<file path="src/rtl/tmds_serial_pkg.sv">
// Shared constants and types for the TMDS soft serializer.
package tmds_serial_pkg;

    // TMDS control-period code words
    localparam logic [9:0] TMDS_CTRL_00 = 10'b1101010100;
    localparam logic [9:0] TMDS_CTRL_01 = 10'b0010101011;
    localparam logic [9:0] TMDS_CTRL_10 = 10'b0101010100;
    localparam logic [9:0] TMDS_CTRL_11 = 10'b1010101011;

    localparam logic [9:0] TMDS_CLOCK_PATTERN = 10'b0000011111;

    typedef enum logic {
        ST_OFF = 1'b0,
        ST_RUN = 1'b1
    } serializer_state_t;

endpackage

</file>
<file path="src/rtl/lane_shifter.sv">
// One lane of the serializer: parallel load with optional bit reversal, then
// shift BITS_PER_CLK bits per cycle toward the output slice.
module lane_shifter #(
    parameter int unsigned WORD_WIDTH   = 10,
    parameter int unsigned BITS_PER_CLK = 2,
    parameter bit          REVERSE      = 1'b0
) (
    input  logic                    clk,
    input  logic                    reset_n,
    input  logic                    load,
    input  logic [WORD_WIDTH-1:0]   word,
    output logic [BITS_PER_CLK-1:0] bits
);

    logic [WORD_WIDTH-1:0] shreg_q;
    logic [WORD_WIDTH-1:0] shreg_d;
    logic [WORD_WIDTH-1:0] load_word;

    always_comb begin
        load_word = word;
        if (REVERSE) begin
            for (int i = 0; i < int'(WORD_WIDTH); i++) begin
                load_word[i] = word[int'(WORD_WIDTH) - 1 - i];
            end
        end
    end

    always_comb begin
        shreg_d = shreg_q >> BITS_PER_CLK;
        if (load) begin
            shreg_d = load_word;
        end
    end

    always_ff @(posedge clk) begin
        if (!reset_n) begin
            shreg_q <= '0;
        end else begin
            shreg_q <= shreg_d;
        end
    end

    assign bits = shreg_q[BITS_PER_CLK-1:0];

endmodule

</file>
<file path="src/rtl/tmds_soft_serializer.sv">
// Parallel-to-serial converter for TMDS-style links running in the bit-clock
// domain; substitutes idle words on underrun and counts underruns.
module tmds_soft_serializer
    import tmds_serial_pkg::*;
#(
    parameter int unsigned           NUM_CHANNELS  = 3,
    parameter int unsigned           WORD_WIDTH    = 10,
    parameter int unsigned           BITS_PER_CLK  = 2,
    parameter bit                    LSB_FIRST     = 1'b1,
    parameter bit                    CLOCK_LANE    = 1'b1,
    parameter logic [WORD_WIDTH-1:0] CLOCK_PATTERN = TMDS_CLOCK_PATTERN,
    parameter logic [WORD_WIDTH-1:0] IDLE_WORD     = TMDS_CTRL_00,
    parameter int unsigned           COUNT_WIDTH   = 16,
    localparam int unsigned          NUM_LANES     = NUM_CHANNELS + (CLOCK_LANE ? 1 : 0)
) (
    input  logic                              clk_pixel_x5,
    input  logic                              reset_n,
    input  logic                              enable,
    input  logic [NUM_CHANNELS*WORD_WIDTH-1:0] s_data,
    input  logic                              s_valid,
    output logic                              s_ready,
    output logic [NUM_LANES*BITS_PER_CLK-1:0] lane_bits,
    output logic                              word_start,
    output logic                              underrun,
    output logic [COUNT_WIDTH-1:0]            underrun_count
);

    localparam int unsigned BEATS  = WORD_WIDTH / BITS_PER_CLK;
    localparam int unsigned BEAT_W = (BEATS > 1) ? $clog2(BEATS) : 1;
    localparam logic [BEAT_W-1:0] LAST_BEAT = BEAT_W'(BEATS - 1);

    logic [BEAT_W-1:0]      beat_q, beat_d;
    serializer_state_t      state_q, state_d;
    logic                   word_start_q;
    logic                   underrun_q, underrun_d;
    logic [COUNT_WIDTH-1:0] count_q, count_d;
    logic                   load_edge;
    logic                   accept;

    assign load_edge = (beat_q == LAST_BEAT);
    // Gated by reset_n so no word is taken while the block is held in reset.
    assign s_ready   = reset_n && enable && load_edge;
    assign accept    = s_valid && s_ready;

    always_comb begin
        beat_d     = load_edge ? '0 : beat_q + 1'b1;
        state_d    = state_q;
        underrun_d = 1'b0;
        count_d    = count_q;
        if (load_edge) begin
            unique case (state_q)
                ST_OFF: begin
                    if (accept) begin
                        state_d = ST_RUN;
                    end
                end
                ST_RUN: begin
                    if (!enable) begin
                        state_d = ST_OFF;
                    end else if (!s_valid) begin
                        underrun_d = 1'b1;
                    end
                end
                default: state_d = ST_OFF;
            endcase
        end
        if (underrun_d && (count_q != {COUNT_WIDTH{1'b1}})) begin
            count_d = count_q + 1'b1;
        end
    end

    always_ff @(posedge clk_pixel_x5) begin
        if (!reset_n) begin
            beat_q       <= LAST_BEAT;
            state_q      <= ST_OFF;
            word_start_q <= 1'b0;
            underrun_q   <= 1'b0;
            count_q      <= '0;
        end else begin
            beat_q       <= beat_d;
            state_q      <= state_d;
            word_start_q <= load_edge;
            underrun_q   <= underrun_d;
            count_q      <= count_d;
        end
    end

    assign word_start     = word_start_q;
    assign underrun       = underrun_q;
    assign underrun_count = count_q;

    for (genvar l = 0; l < NUM_LANES; l++) begin : g_lane
        logic [WORD_WIDTH-1:0] lane_word;

        if (l < NUM_CHANNELS) begin : g_data
            assign lane_word = accept ? s_data[l*WORD_WIDTH +: WORD_WIDTH] : IDLE_WORD;
        end else begin : g_clock
            assign lane_word = CLOCK_PATTERN;
        end

        lane_shifter #(
            .WORD_WIDTH   (WORD_WIDTH),
            .BITS_PER_CLK (BITS_PER_CLK),
            .REVERSE      (!LSB_FIRST)
        ) u_shifter (
            .clk     (clk_pixel_x5),
            .reset_n (reset_n),
            .load    (load_edge),
            .word    (lane_word),
            .bits    (lane_bits[l*BITS_PER_CLK +: BITS_PER_CLK])
        );
    end

endmodule

</file>
<file path="config.mk">
export PLATFORM = sky130hd
export DESIGN_NAME = tmds_soft_serializer
export DESIGN_NICKNAME = d
export VERILOG_FILES = /design/src/rtl/tmds_serial_pkg.sv /design/src/rtl/lane_shifter.sv /design/src/rtl/tmds_soft_serializer.sv
export SDC_FILE = /design/constraint.sdc
export NUM_CORES = 1
export LEC_CHECK = 0
export ABC_CLOCK_PERIOD_IN_PS = 2200
export CAP_MARGIN = 25
export CORE_MARGIN = 10
export CORE_UTILIZATION = 30
export CTS_CLUSTER_DIAMETER = 200
export DETAILED_ROUTE_END_ITERATION = 8
export GPL_TIMING_DRIVEN = 0
export SYNTH_ARGS = -nofsm -noshare
export SYNTH_HDL_FRONTEND = slang
export SYNTH_HIERARCHICAL = 1
export SYNTH_SLANG_ARGS = --single-unit
export TNS_END_PERCENT = 20
</file>
<file path="constraint.sdc">
create_clock -name clk_pixel_x5 -period 2.2 [get_ports clk_pixel_x5]
set_input_delay 0.44 -clock clk_pixel_x5 [delete_from_list [all_inputs] [get_ports clk_pixel_x5]]
set_output_delay 0.44 -clock clk_pixel_x5 [all_outputs]
set_load 0.02 [all_outputs]
</file>
Yosys cells after proc, flatten, opt, wreduce, memory -nomap -nowiden
Index checks and enable logic that the tools add are counted.
Operators by class
  add/subtract/negate cells: 2
  equal/unequal tests: 2
  mux-type cells: 15
  bitwise gates (word level): 2
  reductions and logical operators: 6
Operator list (count)
  $mux 10: 3
  $mux 8: 3
  $add 16x1->16 const B: 1
  $ne 16x16->1 const B: 1
  $mux 1: 6
  $mux 5: 1
  $logic_and 1x1->1: 4
  $add 3x1->3 const B: 1
  $eq 3x3->1 const B: 1
  $mux 3: 1
  $not 1->1: 2
  $pmux 1 s2: 1
  $reduce_and 2->1: 1
  $reduce_or 2->1: 1
Storage, ports and cells
  flip-flop bits (word level): 60
  input port bits: 34
  output and inout bits: 27

Longest topological paths before layout
  depth after elaboration: 5
  depth in mapped cells: 8
  gate-level depth less buffers: 7

Cells and area by module
The synthesis kept the hierarchy.
By module, submodules not included
  lane_shifter: instances 4, cells each 31, area an instance 371.6 um2, seq. area each 200.2 um2
  tmds_soft_serializer: instances 1, cells each 160, area an instance 1327.5 um2, seq. area each 440.4 um2

Worst setup path after synthesis
OpenSTA, ideal clock, no wires.
  kind: register -> register
  start: register count_q[0] (netlist: underrun_count[0])
  end: register count_q[6] (netlist: underrun_count[6])
  data arrival time: 1619 ps
  slack: 511 ps
  cell stages (with the launch flop): 6
  period minus slack after synthesis: 1689 ps
  cell sequence: dfxtp_1 -> ha_1 -> and3_1 -> nand3_2 -> or4_1 -> a21oi_1
Between the ends
  cells in the longest elaborated chain, start to end: 2
RTL lines
  start, declared: line tmds_soft_serializer.sv:36  | logic [COUNT_WIDTH-1:0] count_q, count_d;
  start signal, assigned: line tmds_soft_serializer.sv:84  | count_q <= count_d;
  branches (longest 2 deep; another with $add 16x1->16)
Parallel ways; which one is timed is not known.
A chain may end at the register's enable or synchronous reset.

Worst setup path in the final report
  start: input enable
  end: output s_ready
Between the ends
  cells in the longest elaborated chain, start to end: 2
RTL lines
  start, declared: line tmds_soft_serializer.sv:18  | input logic enable,
  $logic_and 1x1->1 (2 in a row): line tmds_soft_serializer.sv:42  | assign s_ready = reset_n && enable && load_edge;
  end, declared: line tmds_soft_serializer.sv:21  | output logic s_ready,
Every way passes these cells.

==> flow_summary.json <==
{
  "ys_ff_latch": 62,
  "start_kind": "input pin",
  "setup_tns_ps": 0,
  "nets": 400,
  "grt_max_degree": 32,
  "avgSynthCellArea_sq_um": 9.91,
  "cpPeakStageDelay_ps": 500,
  "clk_pin_slew_ps": 70,
  "rsz0062_at_grt": "no",
  "grt_usage_pct": 9.68,
  "drtIter0Drc": 67,
  "ioPinCount": 61,
  "power_density_mw_per_mm2": 764,
  "peakVddDrop_mv": 0.377,
  "finalClockSkew_ps": 5.09,
  "post_dp_cell_area_sq_mm": 0.00360,
  "async_flop_share_pct": 0,
  "synth_commonest_cells": "dfxtp_1 (62), mux2i_1 (36), nor2b_1 (32), nand2b_1 (19), and2_1 (16)",
  "num_vias": 2169,
  "slew_headroom_pct": 47.3,
  "post-route-min-period_ps": 2110,
  "critPathTopFamily": "buffers and inverters",
  "ys_seq_area_share_pct": 44.1,
  "cp_data_required_time_ps": 1760,
  "hold_class": "flip-flop to flip-flop",
  "yosys.area.top_type": "dfxtp_1",
  "path_class": "input pin to output port",
  "netlist_area_sq_mm": 0.00281,
  "grt_pass1_vias": 2149,
  "dr.pass1.iters": 4,
  "syn2layout_area_growth_pct": 36.2,
  "setup_viol": 0,
  "hold_viol_final": 0,
  "worst_setup_path_end_kind": "output port",
  "outcome": "finished, final reports clean",
  "cts_sinks": 62,
  "path_max_fanout": 5,
  "n_antenna_cell": 0,
  "core_sq_mm": 0.00920,
  "arrival_ps": 1670,
  "grt_overflow": 0,
  "drv_cap": 0,
  "crit_chain": "clkdlybuf4s50_1, and3_2, and2_1, clkdlybuf4s15_1",
  "synth_edf_count": 0,
  "grt_pass1_wl_mm": 10.4,
  "postSynth.topFlopCell": "dfxtp_1",
  "antenna_found_initial": 0,
  "cts_htree_levels": 3,
  "total_leakage_power_nw": 1.51,
  "post-dp-hpwl_mm": 4.59,
  "drive_gt1_share_pct": 13.3,
  "critPathSlowestCell": "clkdlybuf4s50_1",
  "worst_slew_pin_slew_ps": 783,
  "slew_violations": 0,
  "yosysUniqueCellTypes": 38,
  "finalWirelength_mm": 6.42,
  "syn_inst": 284,
  "clockBufferDepth": 2,
  "synth_most_common_cell": "dfxtp_1",
  "initial_core_util_pct": 30.6,
  "avgRoutedWirePerCell_microns": 13.4,
  "rrSetupSlack_ps": 330,
  "ant_nets": 0,
  "cts-root-buf": "clkbuf_8",
  "dieArea_sq_mm": 0.0137,
  "fmax_mhz": 474,
  "cts_hold_buf": 0,
  "remaining_drc_errors": 0,
  "worst_hold_slack_ps": 477,
  "ys_top_cells_by_area": "dfxtp_1 (44%), mux2i_1 (13%), nor2b_1 (7.1%)",
  "cp_num_buf_inv": 2,
  "place_congestion": 0.770,
  "cts_tree": "yes",
  "vias_per_cell": 4.53,
  "fillers": 916,
  "row_count": 35,
  "die_y_microns": 117,
  "final_area_sq_mm": 0.00383,
  "synth_top_area_share_pct": 44.1,
  "clock_latency_ps": 330,
  "portBuffers": 60,
  "cts_buffers": 9,
  "period_share_pct": 95.8,
  "die_w_microns": 117,
  "yosys_warnings": 6
}
[worst paths after layout]
kind,start,to,depth (start not counted)
setup / recovery,enable,s_ready,4
setup reg to reg,beat_q[0],g_lane[1].u_shifter/shreg_q[6],8
hold / removal,state_q,state_q,2
hold reg to reg,state_q,state_q,2
[area by class of cell]
| type | count | area (sq um) | share of cell area, % |
|---|---|---|---|
| well taps | 111 | 139 | 3.62 |
| multi-input cells | 204 | 1440 | 37.5 |
| repair buffers | 61 | 617 | 16.1 |
| clock inverters | 7 | 113 | 2.94 |
| plain buffers | 18 | 136 | 3.56 |
| flip-flops and latches | 62 | 1240 | 32.4 |
| inverters | 7 | 26.3 | 0.686 |
| clock buffers | 9 | 124 | 3.23 |
[flip-flops by register name, summed over array words and instances (netlist names)]
signal / flops
word_start: 1
underrun_count: 16
g_lane.u_shifter/shreg_q: 40
underrun: 1
beat_q: 3
state_q: 1
[report_power, final]
part / switching [W] / total (W) / internal, W / leakage [nW]
logic: 0.000220 / 0.000492 / 0.000272 / 0.884
registers: 0.0000258 / 0.00124 / 0.00122 / 0.507
clock network: 0.000448 / 0.00119 / 0.000746 / 0.119
total: 0.000694 / 0.00293 / 0.00224 / 1.51
[through the flow]
step / setup WS (ps) / total power [W] / std cells / utilization, %
detailed placement: -936 / 0.00177 / 464 / 39.1
floorplan: 511 / 0.00161 / 292 / -
finish: 92.3 / 0.00293 / 479 / 41.7
global route: 8.62 / 0.00308 / 479 / 41.7
CTS: 29.7 / 0.00299 / 479 / 41.7
global placement: -1390 / 0.00176 / 463 / 39.0
[worst reg2reg max path: stages (launching register included)]
cell      delay, ps
dfxtp_1         330
inv_1            60
ha_1            180
and3_2          260
and3_1          210
clkbuf_1        390
nand2b_1        110
mux2i_1         160
nor2b_1          60
[routing by layer]
layer / share of wire (%) / vias to the layer above / global-route usage, %
li1: - / 1119 / -
met1: 50 / 988 / 12.4
met2: 41 / 50 / 13.8
met3: 7.5 / 12 / 3.52
met4: 2.1 / 0 / 5.27
met5: 0 / - / 0
[cells by family (layout without fill, tap and decap cells)]
group                    Yosys count  after routing  share of synthesized area [%]
flip-flops                        62             62                           44.1
multiplexers                      36             36                           12.8
buffers and inverters             26            102                           5.91
AO/OA/AOI/OAI                     29             29                           6.14
adder cells (fa/ha/maj)            3              3                           1.33
other                              2             10                          0.267
AND/OR/NAND/NOR                  126            126                           29.4
[cells in the final DEF, fill, tap and decap left out, drive strengths merged, types with 7 or more instances in the layout]
cell	n
dfxtp	62
clkdlybuf4s50	58
mux2i	36
nor2b	32
nand2b	19
and2	16
buf	15
and3	14
a21oi	13
clkbuf	13
nand2	12
conb	10
o31ai	8
inv	7
or4	7
[what timing repair did]
item                                    in CTS  in global routing
endpoints found under the setup margin      21                  1
buffers inserted                             0                  0
gates resized for setup                      4                  1
No activity file was read; power rests on OpenSTA's default activity.
